**config.mk**
```make
export PLATFORM = sky130hd
export DESIGN_NAME = agrupate_cfg_flat
export DESIGN_NICKNAME = d
export VERILOG_FILES = /design/src/rtl/agrupate_cfg_if.sv /design/src/rtl/agrupate_cfg.sv /design/src/flat_wrapper.sv
export SDC_FILE = /design/constraint.sdc
export NUM_CORES = 1
export LEC_CHECK = 0
export CAP_MARGIN = 20
export CELL_PAD_IN_SITES_DETAIL_PLACEMENT = 1
export CELL_PAD_IN_SITES_GLOBAL_PLACEMENT = 1
export CORE_ASPECT_RATIO = 0.7
export CORE_MARGIN = 3
export CORE_UTILIZATION = 35
export DETAILED_ROUTE_END_ITERATION = 10
export PLACE_DENSITY = 0.56
export SETUP_SLACK_MARGIN = 0.15
export SLEW_MARGIN = 20
export SYNTH_ARGS = -nofsm -noshare
export SYNTH_HDL_FRONTEND = slang
export SYNTH_SLANG_ARGS = --single-unit
```
**constraint.sdc**
```tcl
create_clock -name clk -period 5.8 [get_ports clk]
set_clock_uncertainty 0.2 [all_clocks]
set_input_delay 1.45 -clock clk [delete_from_list [all_inputs] [get_ports clk]]
set_output_delay 1.45 -clock clk [all_outputs]
set_load 0.01 [all_outputs]
```
**src/rtl/agrupate_cfg_if.sv**
```systemverilog
`default_nettype none
// +--------------------------------------------------------------------------+
// | agrupate_cfg_if : beat input / group output stream bundle. Rev 1.0        |
// +--------------------------------------------------------------------------+
interface agrupate_cfg_if #(
  parameter int DATA_WIDTH     = 16,
  parameter int MAX_GROUP_SIZE = 4
);
  localparam int c_IN_W  = DATA_WIDTH + MAX_GROUP_SIZE * MAX_GROUP_SIZE + MAX_GROUP_SIZE;
  localparam int c_OUT_W = MAX_GROUP_SIZE * DATA_WIDTH;

  logic [c_IN_W-1:0]  data_in;
  logic               valid_in;
  logic               avail_out;
  logic [c_OUT_W-1:0] data_out;
  logic               valid_out;
  logic               avail_in;

  modport slave (
    input  data_in, valid_in, avail_in,
    output avail_out, data_out, valid_out
  );

  modport master (
    output data_in, valid_in, avail_in,
    input  avail_out, data_out, valid_out
  );
endinterface
`default_nettype wire

```
**src/rtl/agrupate_cfg.sv**
```systemverilog
`default_nettype none
// +--------------------------------------------------------------------------+
// | agrupate_cfg : rebuilds output groups from unique results + FIFO buffer.  |
// | Optional macro AGRUPATE_CFG_STATS_EN adds stat_* counters.   Rev 1.0      |
// +--------------------------------------------------------------------------+
module agrupate_cfg #(
  parameter int DATA_WIDTH             = 16,
  parameter int MAX_GROUP_SIZE         = 4,
  parameter int LOG_MAX_ITERS          = 16,
  parameter int LOG_MAX_READS_PER_ITER = 16,
  parameter int OUT_FIFO_DEPTH         = 4
) (
  input  wire logic                                clk,
  input  wire logic                                rst,
  input  wire logic                                configure,
  input  wire logic [LOG_MAX_ITERS-1:0]            num_iters,
  input  wire logic [LOG_MAX_READS_PER_ITER-1:0]   num_reads_per_iter,
  input  wire logic [$clog2(MAX_GROUP_SIZE+1)-1:0] cfg_group_size,
  agrupate_cfg_if.slave                            bus,
  output logic                                     done
`ifdef AGRUPATE_CFG_STATS_EN
  ,
  output logic [31:0]                              stat_groups,
  output logic [31:0]                              stat_zero_slots
`endif
);
  localparam int c_G        = MAX_GROUP_SIZE;
  localparam int c_SW       = $clog2(MAX_GROUP_SIZE + 1);
  localparam int c_AW       = $clog2(OUT_FIFO_DEPTH);
  localparam int c_CW       = c_AW + 1;
  localparam int c_OW       = c_G * DATA_WIDTH;
  localparam int c_REP_LSB  = DATA_WIDTH;
  localparam int c_ZERO_LSB = DATA_WIDTH + c_G * c_G;

  typedef enum logic [1:0] {
    S_IDLE  = 2'd0,
    S_RUN   = 2'd1,
    S_DRAIN = 2'd2,
    S_DONE  = 2'd3
  } state_t;

  state_t r_state, w_state_nxt;

  logic [c_SW-1:0]                  r_size, w_size_cfg;
  logic [31:0]                      r_total, w_total_cfg, r_group_cnt, w_cnt_inc;
  logic                             w_cfg_run;
  logic                             r_in_group, w_first;
  logic [c_G*c_G-1:0]               r_rep, w_in_rep, w_rep;
  logic [c_G-1:0]                   r_zero, w_in_zero, w_zero;
  logic [c_G-1:0]                   r_need, w_in_need, w_need;
  logic [c_G-1:0]                   r_pending, w_pend, w_cur, w_pend_after;
  logic [c_G-1:0]                   w_col_mask;
  logic [DATA_WIDTH-1:0]            w_value;
  logic [c_G-1:0][DATA_WIDTH-1:0]   r_row_val, w_row_val, w_group;
  logic                             w_last, w_avail, w_accept, w_push, w_pop;
  logic [c_OW-1:0]                  r_mem [OUT_FIFO_DEPTH];
  logic [c_AW-1:0]                  r_wr_ptr, r_rd_ptr;
  logic [c_CW-1:0]                  r_count;
  logic                             w_empty, w_full;

  // A size of zero or beyond the hardware maximum selects the full group.
  assign w_size_cfg  = (cfg_group_size == '0 || cfg_group_size > c_SW'(c_G)) ? c_SW'(c_G)
                                                                           : cfg_group_size;
  assign w_total_cfg = 32'(num_iters) * 32'(num_reads_per_iter);
  assign w_cfg_run   = (num_iters != '0) && (num_reads_per_iter != '0);

  assign w_value   = bus.data_in[DATA_WIDTH-1:0];
  assign w_in_rep  = bus.data_in[c_REP_LSB +: c_G*c_G];
  assign w_in_zero = bus.data_in[c_ZERO_LSB +: c_G] & w_col_mask;

  for (genvar j = 0; j < c_G; j++) begin : g_col
    assign w_col_mask[j] = (c_SW'(j) < r_size);
  end

  for (genvar r = 0; r < c_G; r++) begin : g_row
    assign w_in_need[r] = w_col_mask[r] & (|(w_in_rep[r*c_G +: c_G] & w_col_mask)) & ~w_in_zero[r];
  end

  // Metadata is live on the first beat only; later beats reuse the latched copy.
  assign w_first      = ~r_in_group;
  assign w_rep        = w_first ? w_in_rep  : r_rep;
  assign w_zero       = w_first ? w_in_zero : r_zero;
  assign w_need       = w_first ? w_in_need : r_need;
  assign w_pend       = w_first ? w_in_need : r_pending;
  assign w_cur        = w_pend & (~w_pend + c_G'(1));
  assign w_pend_after = w_pend & ~w_cur;
  assign w_last       = (w_pend_after == '0);

  always_comb begin
    w_row_val = r_row_val;
    for (int r = 0; r < c_G; r++) begin
      if (w_cur[r]) w_row_val[r] = w_value;
    end
    w_group = '0;
    for (int j = 0; j < c_G; j++) begin
      // Descending scan so the lowest matching needed row wins.
      for (int r = c_G - 1; r >= 0; r--) begin
        if (w_need[r] && w_rep[r*c_G + j]) w_group[j] = w_row_val[r];
      end
      if (w_zero[j] || !w_col_mask[j]) w_group[j] = '0;
    end
  end

  assign w_empty   = (r_count == '0);
  assign w_full    = (r_count == c_CW'(OUT_FIFO_DEPTH));
  assign w_avail   = (r_state == S_RUN) && !w_full;
  assign w_accept  = bus.valid_in && w_avail && !configure;
  assign w_push    = w_accept && w_last;
  assign w_pop     = !w_empty && bus.avail_in && !configure;
  assign w_cnt_inc = r_group_cnt + 32'd1;

  assign bus.avail_out = w_avail;
  assign bus.valid_out = !w_empty;
  assign bus.data_out  = w_empty ? '0 : r_mem[r_rd_ptr];
  assign done          = (r_state == S_DONE);

  always_ff @(posedge clk or negedge rst) begin
    if (!rst) r_state <= S_IDLE;
    else      r_state <= w_state_nxt;
  end

  always_comb begin
    w_state_nxt = r_state;
    if (configure) begin
      w_state_nxt = w_cfg_run ? S_RUN : S_DONE;
    end else begin
      case (r_state)
        S_RUN:   if (w_push && w_cnt_inc == r_total) w_state_nxt = S_DRAIN;
        S_DRAIN: if (w_empty) w_state_nxt = S_DONE;
        default: w_state_nxt = r_state;
      endcase
    end
  end

  always_ff @(posedge clk or negedge rst) begin
    if (!rst) begin
      r_size      <= '0;
      r_total     <= '0;
      r_group_cnt <= '0;
      r_in_group  <= 1'b0;
      r_rep       <= '0;
      r_zero      <= '0;
      r_need      <= '0;
      r_pending   <= '0;
      r_row_val   <= '0;
      r_wr_ptr    <= '0;
      r_rd_ptr    <= '0;
      r_count     <= '0;
    end else if (configure) begin
      r_size      <= w_size_cfg;
      r_total     <= w_total_cfg;
      r_group_cnt <= '0;
      r_in_group  <= 1'b0;
      r_pending   <= '0;
      r_wr_ptr    <= '0;
      r_rd_ptr    <= '0;
      r_count     <= '0;
    end else begin
      if (w_accept) begin
        r_row_val  <= w_row_val;
        r_in_group <= !w_last;
        r_pending  <= w_last ? '0 : w_pend_after;
        if (w_first) begin
          r_rep  <= w_in_rep;
          r_zero <= w_in_zero;
          r_need <= w_in_need;
        end
      end
      if (w_push) begin
        r_wr_ptr    <= r_wr_ptr + c_AW'(1);
        r_group_cnt <= w_cnt_inc;
      end
      if (w_pop) r_rd_ptr <= r_rd_ptr + c_AW'(1);
      case ({w_push, w_pop})
        2'b10:   r_count <= r_count + c_CW'(1);
        2'b01:   r_count <= r_count - c_CW'(1);
        default: r_count <= r_count;
      endcase
    end
  end

  always_ff @(posedge clk) begin
    if (w_push) r_mem[r_wr_ptr] <= w_group;
  end

`ifdef AGRUPATE_CFG_STATS_EN
  logic [31:0] r_stat_groups, r_stat_zero, w_zero_cnt;
  logic [32:0] w_zero_sum;

  always_comb begin
    w_zero_cnt = '0;
    for (int j = 0; j < c_G; j++) w_zero_cnt = w_zero_cnt + 32'(w_zero[j]);
  end
  assign w_zero_sum = {1'b0, r_stat_zero} + {1'b0, w_zero_cnt};

  always_ff @(posedge clk or negedge rst) begin
    if (!rst) begin
      r_stat_groups <= '0;
      r_stat_zero   <= '0;
    end else if (configure) begin
      r_stat_groups <= '0;
      r_stat_zero   <= '0;
    end else if (w_push) begin
      if (r_stat_groups != '1) r_stat_groups <= r_stat_groups + 32'd1;
      r_stat_zero <= w_zero_sum[32] ? '1 : w_zero_sum[31:0];
    end
  end

  assign stat_groups     = r_stat_groups;
  assign stat_zero_slots = r_stat_zero;
`endif
endmodule
`default_nettype wire

```
**src/flat_wrapper.sv**
```systemverilog
// flat-port wrapper written by rule: the top's interface ports become plain ports
module agrupate_cfg_flat 
#(
  parameter int DATA_WIDTH             = 16,
  parameter int MAX_GROUP_SIZE         = 4,
  parameter int LOG_MAX_ITERS          = 16,
  parameter int LOG_MAX_READS_PER_ITER = 16,
  parameter int OUT_FIFO_DEPTH         = 4
)
  (clk, rst, configure, num_iters, num_reads_per_iter, cfg_group_size, done, bus_data_in, bus_valid_in, bus_avail_in, bus_avail_out, bus_data_out, bus_valid_out);
  agrupate_cfg_if #(.DATA_WIDTH(DATA_WIDTH), .MAX_GROUP_SIZE(MAX_GROUP_SIZE)) bus_i ();
  input  wire logic clk;
  input  wire logic rst;
  input  wire logic configure;
  input  wire logic [LOG_MAX_ITERS-1:0] num_iters;
  input  wire logic [LOG_MAX_READS_PER_ITER-1:0] num_reads_per_iter;
  input  wire logic [$clog2(MAX_GROUP_SIZE+1)-1:0] cfg_group_size;
  output logic done;
  input wire logic [$bits(bus_i.data_in)-1:0] bus_data_in;
  input wire logic [$bits(bus_i.valid_in)-1:0] bus_valid_in;
  input wire logic [$bits(bus_i.avail_in)-1:0] bus_avail_in;
  output wire logic [$bits(bus_i.avail_out)-1:0] bus_avail_out;
  output wire logic [$bits(bus_i.data_out)-1:0] bus_data_out;
  output wire logic [$bits(bus_i.valid_out)-1:0] bus_valid_out;
  assign bus_i.data_in = bus_data_in;
  assign bus_i.valid_in = bus_valid_in;
  assign bus_i.avail_in = bus_avail_in;
  assign bus_avail_out = bus_i.avail_out;
  assign bus_data_out = bus_i.data_out;
  assign bus_valid_out = bus_i.valid_out;
  agrupate_cfg #(.DATA_WIDTH(DATA_WIDTH), .MAX_GROUP_SIZE(MAX_GROUP_SIZE), .LOG_MAX_ITERS(LOG_MAX_ITERS), .LOG_MAX_READS_PER_ITER(LOG_MAX_READS_PER_ITER), .OUT_FIFO_DEPTH(OUT_FIFO_DEPTH)) u_core (.clk(clk), .rst(rst), .configure(configure), .num_iters(num_iters), .num_reads_per_iter(num_reads_per_iter), .cfg_group_size(cfg_group_size), .bus(bus_i), .done(done));
endmodule
```
Word level (Yosys, flattened, before mapping) --
Memories as Yosys holds them, arrays and structs flattened. Cells that the tools add are included.
Word-level totals: bits in latches 0, RAM bits 256, bits in read-only memories 0, word-level logic and storage cells 163, bits of input ports 76, output and inout bits 67, flip-flop bits (word level) 169, memories 1
Memories:
- u_core.r_mem | depth 4, width 64, read ports 1, clocked after Yosys merged registers in 0, write ports 1, line agrupate_cfg.sv:56 | logic [c_OW-1:0] r_mem [OUT_FIFO_DEPTH];
Cells by class: shift-type cells 0, add/subtract/negate cells 6, eq/ne operators 9, reductions and logical operators 53, $mul 1, bitwise logic cells 22, multiplexer cells 50, div/mod/pow operators 0, magnitude comparators 5
Operators with widths (count):
- $mux 16 | 25
- $mux 32 | 2
- $mux 64 | 1
- $add 32x1->32 const B | 1
- $eq 32x32->1 | 1
- $mul 16x16->32 | 1
- $reduce_bool 16->1 | 2
- $and 4x4->4 | 7
- $logic_and 1x1->1 | 24
- $mux 4 | 6
- $mux 2 | 8
- $reduce_or 4->1 | 4
- $and 1x1->1 | 8
- $logic_not 1->1 | 8
- $not 4->4 | 2
- $eq 2x2->1 const B | 3
- $logic_not 3->1 | 2
- $lt 1x3->1 const A | 2
- $lt 2x3->1 const A | 2
- $mux 3 | 2
- $pmux 3 s2 | 1
- $reduce_bool 2->1 | 3
- $reduce_bool 3->1 | 2
- $logic_or 1x1->1 | 5
- 15 further kinds | 24

Longest topological paths before layout --
word-level depth 17, mapped depth 24, gate-level depth less buffers 21

Worst setup path after synthesis --
OpenSTA, ideal clock, no wires.
path type input to register, from input port num_reads_per_iter[9], to register u_core.r_total[30], required time 5.530 ns, cell stages on the path 24, buffers on the path 3, setup slack -1.785 ns, setup time 0.070 ns, arrival 7.315 ns, cell sequence clkbuf_1 clkbuf_1 nand2_1 fa_1 inv_1 fa_1 inv_1 fa_1 inv_1 fa_1 fa_1 inv_1 fa_1 inv_1 ha_1 clkbuf_1 nand2_1 a211oi_1 a22oi_1 or3_1 a21oi_1 nor3_1 or4_1 nand3_1
On the way: cells in the longest elaborated chain, start to end 1
RTL lines:
- from (decl) | line flat_wrapper.sv:16 | input wire logic [LOG_MAX_READS_PER_ITER-1:0] num_reads_per_iter;
- $mul 16x16->32 | line agrupate_cfg.sv:64 | assign w_total_cfg = 32'(num_iters) * 32'(num_reads_per_iter);
- to (signal assigned) | line agrupate_cfg.sv:151 | r_total <= w_total_cfg;
- to (decl) | line agrupate_cfg.sv:45 | logic [31:0] r_total, w_total_cfg, r_group_cnt, w_cnt_inc;
No other way between the ends. A chain may end at the register's enable or synchronous reset.

Worst setup path in the final report --
from input port num_iters[7], to register u_core.r_total[30]
On the way: cells in the longest elaborated chain, start to end 1
RTL lines:
- from (decl) | line flat_wrapper.sv:15 | input wire logic [LOG_MAX_ITERS-1:0] num_iters;
- $mul 16x16->32 | line agrupate_cfg.sv:64
No other way between the ends.

==> results.py <==
metrics = {
    "synth": {
        "synth_top_area_frac": 0.269,
        "synth_seq_area_share": 0.417,
        "syn_nets": 2871,
        "synth_top_family_by_area": "adder cells",
        "synthSimpleGateAreaFrac": 0.133,
        "syn_area_mm2": 0.0285,
        "post-synth-top-area-cell": "edfxtp_1",
        "yosys.area_share.xor_xnor": 0.0291,
        "synth_area_leaders": "edfxtp_1 27%, dfrtp_1 15%, fa_1 14%",
        "synth.mux.area_fraction": 0.0996,
        "ys_ff_latch": 424,
        "synth_edf_count": 256,
        "synthDistinctLibCells": 68,
        "async_flop_share": 0.396,
        "avgSynthCellArea_um2": 11.5,
        "synthCells": 2490,
        "synth_ff_type": "edfxtp_1",
        "ys_warn_count": 0,
        "synth-adder-area-share": 0.185,
        "synth_compound_area_frac": 0.0855,
    },
    "timing": {
        "final_max_slew_viol_count": 0,
        "rsz0062_at_grt": "true",
        "setup_slack_ps": -909,
        "hold_violations": 0,
        "setup_viol": 22,
        "finalCriticalPeriod_ps": 6710,
        "fin_crit_sh": 1.16,
        "worst_slew_pin_slew_ps": 1030,
        "timing.fmax_ghz": 0.149,
        "hold_ws_ps": 277,
        "relSlewSlack": 0.312,
    },
    "place": {
        "io_buffers": 142,
        "dp.cells": 3809,
        "dpl_cell_area_mm2": 0.0330,
        "gp_congestion": 0.833,
        "dp_slack_ps": -2130,
        "hpwlAfterDp_um": 66000,
    },
    "drt": {
        "vias": 21049,
        "wire_per_inst_um": 22.3,
        "initialDrtViolationCount": 1444,
        "drc": 0,
        "first_pass_iters": 5,
        "antenna_left": 0,
        "via_per_inst": 5.30,
        "finalWirelength_um": 88500,
    },
    "clocking": {
        "clock_latency_ps": 580,
        "ctsLongestPathBuffers": 3,
        "path_clk_slew_ps": 60,
        "htree_num_levels": 2,
        "cts_root_buf": "clkbuf_16",
        "cts_sinks": 424,
        "cts_buffers": 42,
        "cts_tree": "done",
        "cts_hold_buf": 0,
    },
    "die": {
        "dieArea_mm2": 0.0851,
        "rows": 86,
        "core-area_mm2": 0.0797,
        "die_w_um": 347,
        "die_h_um": 245,
        "start_util": 0.358,
        "ioPinCount": 143,
    },
    "worst_setup_path": {
        "cp.arrival_ps": 7010,
        "start_kind": "primary input",
        "required_ps": 6100,
        "crit_path_start": "num_iters[7]",
        "worstSetupPathType": "in -> reg",
        "critPathMaxFanout": 7,
        "rr_worst_depth": 9,
        "r2r-start": "u_core.r_group_cnt[0]",
        "worst_setup_path_end_kind": "flop",
        "reg2reg_to": "u_core.r_state[1]",
        "rrSetupSlack_ps": 1590,
    },
    "global_route": {
        "grt_first_pass_wirelength_um": 139000,
        "grt_max_degree": 73,
        "grt_pass1_vias": 22773,
        "antenna_found_initial": 5,
        "gr-total-overflow": 0,
        "grt_usage": 0.211,
    },
    "run": {
        "drv_cap": 0,
    },
    "power_and_ir_drop": {
        "cellLeakagePower_nw": 15.0,
        "power_density_mw_per_mm2": 618,
        "vdd_drop_max_mv": 0.829,
    },
    "outcome": {
        "violations": "setup timing",
        "outcome": "complete, but fails checks",
    },
    "layout": {
        "final_cell_area_mm2": 0.0361,
        "fin_nets": 3261,
        "layout-drive-gt1-share": 0.254,
        "fin_cells": 3970,
        "area_growth_pct": 26.5,
    },
    "hold_path": {
        "hold_path.startpoint": "u_core.r_rep[15]",
        "hold-path-endpoint": "u_core.r_rep[15]",
        "whs_path_depth": 2,
        "worstHoldPathType": "reg -> reg",
    },
}
[metrics by stage]
step | total power, W | utilization | TNS [ps]
finish | 0.0223 | 0.453 | -14810
global route | 0.0242 | 0.453 | -17790
CTS | 0.0217 | 0.448 | -13290
detailed placement | 0.0163 | 0.414 | -42320
global placement | 0.0160 | 0.414 | -40980
floorplan | 0.0115 | - | -16650
[cells in the final DEF, fill, tap and decap left out, types with 16 or more instances in the layout]
| master | n |
|---|---|
| and2_4 | 23 |
| nand3_1 | 34 |
| xor2_1 | 34 |
| o21ai_0 | 57 |
| inv_2 | 37 |
| ha_4 | 17 |
| a21oi_1 | 36 |
| mux2i_1 | 76 |
| nor3_1 | 30 |
| nand2_2 | 16 |
| mux4_2 | 64 |
| o22a_1 | 60 |
| mux2_2 | 52 |
| buf_6 | 83 |
| edfxtp_1 | 256 |
| dfrtp_1 | 166 |
| o221ai_1 | 63 |
| inv_1 | 217 |
| clkbuf_16 | 43 |
| nand4_1 | 19 |
| fa_1 | 185 |
| xnor2_1 | 58 |
| nor2_1 | 93 |
| buf_4 | 245 |
| and2_1 | 178 |
| clkdlybuf4s50_1 | 109 |
| nand2_1 | 242 |
| ha_1 | 90 |
[repair_timing]
item | in CTS | in global routing
setup buffers | 69 | 14
pin swaps | 129 | 51
setup endpoints to repair | 24 | 24
gates resized for setup | 321 | 76
[layout make-up]
cell class / count / area [µm²]
fillers: 8387 / 43600
multi-input cells: 1684 / 16200
flip-flops and latches: 424 / 11900
repair buffers: 474 / 4390
well taps: 1056 / 1320
clock buffers: 53 / 1130
inverters: 254 / 953
clock inverters: 22 / 251
diodes: 3 / 7.51
[kinds of logic (layout without fill, tap and decap cells)]
group                    count (synthesis)  after routing
buffers and inverters                  382            803
adder cells (fa/ha/maj)                305            305
other                                    0              3
multiplexers                           197            197
flip-flops                             424            424
AND/OR/NAND/NOR                        748            748
AO/OA/AOI/OAI                          339            339
XOR/XNOR                                95             95
[synth_stat cells (61+ instances only)]
| master | count |
|---|---|
| fa_1 | 195 |
| nand2_1 | 270 |
| mux4_2 | 64 |
| clkbuf_1 | 104 |
| inv_1 | 254 |
| xnor2_1 | 61 |
| nor2_1 | 100 |
| o21ai_0 | 67 |
| ha_1 | 110 |
| o221ai_1 | 63 |
| dfrtp_1 | 168 |
| and2_1 | 202 |
| edfxtp_1 | 256 |
| mux2i_1 | 76 |
[where the power goes]
| group | leakage [nW] | switching (W) | internal, W | total (W) |
|---|---|---|---|---|
| Combinational | 9.84 | 0.00735 | 0.00802 | 0.0154 |
| Sequential | 4.51 | 0.000352 | 0.00376 | 0.00411 |
| Clock | 0.677 | 0.00120 | 0.00161 | 0.00281 |
[flip-flops by register name (all words and copies together) (netlist names)]
| register | flops |
|---|---|
| u_core.r_in_group | 1 |
| u_core.r_pending | 3 |
| u_core.r_total | 32 |
| u_core.r_group_cnt | 32 |
| u_core.r_rd_ptr | 2 |
| u_core.r_size | 3 |
| u_core.r_wr_ptr | 2 |
| u_core.r_zero | 4 |
| u_core.r_row_val | 64 |
| u_core.r_state | 2 |
| u_core.r_mem | 256 |
| u_core.r_count | 3 |
| u_core.r_rep | 16 |
| u_core.r_need | 4 |
[worst max-delay path, stage by stage]
cell	delay, ps
buf_6	90
buf_8	130
and2_4	150
fa_1	490
inv_2	40
fa_1	440
fa_1	500
inv_2	40
fa_1	490
fa_1	530
inv_2	40
fa_1	520
inv_2	50
ha_4	310
nand3_4	90
a211oi_4	270
a22oi_2	150
or3_4	380
a21oi_4	180
nor3_2	60
or4_1	500
nand3_1	80
[metal layers]
layer,GRT usage,routed length (µm)
met3,0.0366,5280
met4,0.0265,909
met1,0.333,45200
met2,0.309,37100
met5,0,41
[worst max-delay path by stage]
stage	slack [ps]	end
4_1_cts	-900	u_core.r_total[30]
5_1_grt	-1050	u_core.r_total[30]
3_5_place_dp	-2130	u_core.r_total[31]
2_1_floorplan	-1280	u_core.r_total[27]
6_report	-910	u_core.r_total[30]
3_3_place_gp	-2070	u_core.r_total[31]
Note: power is estimated with default switching activity, not from simulation.
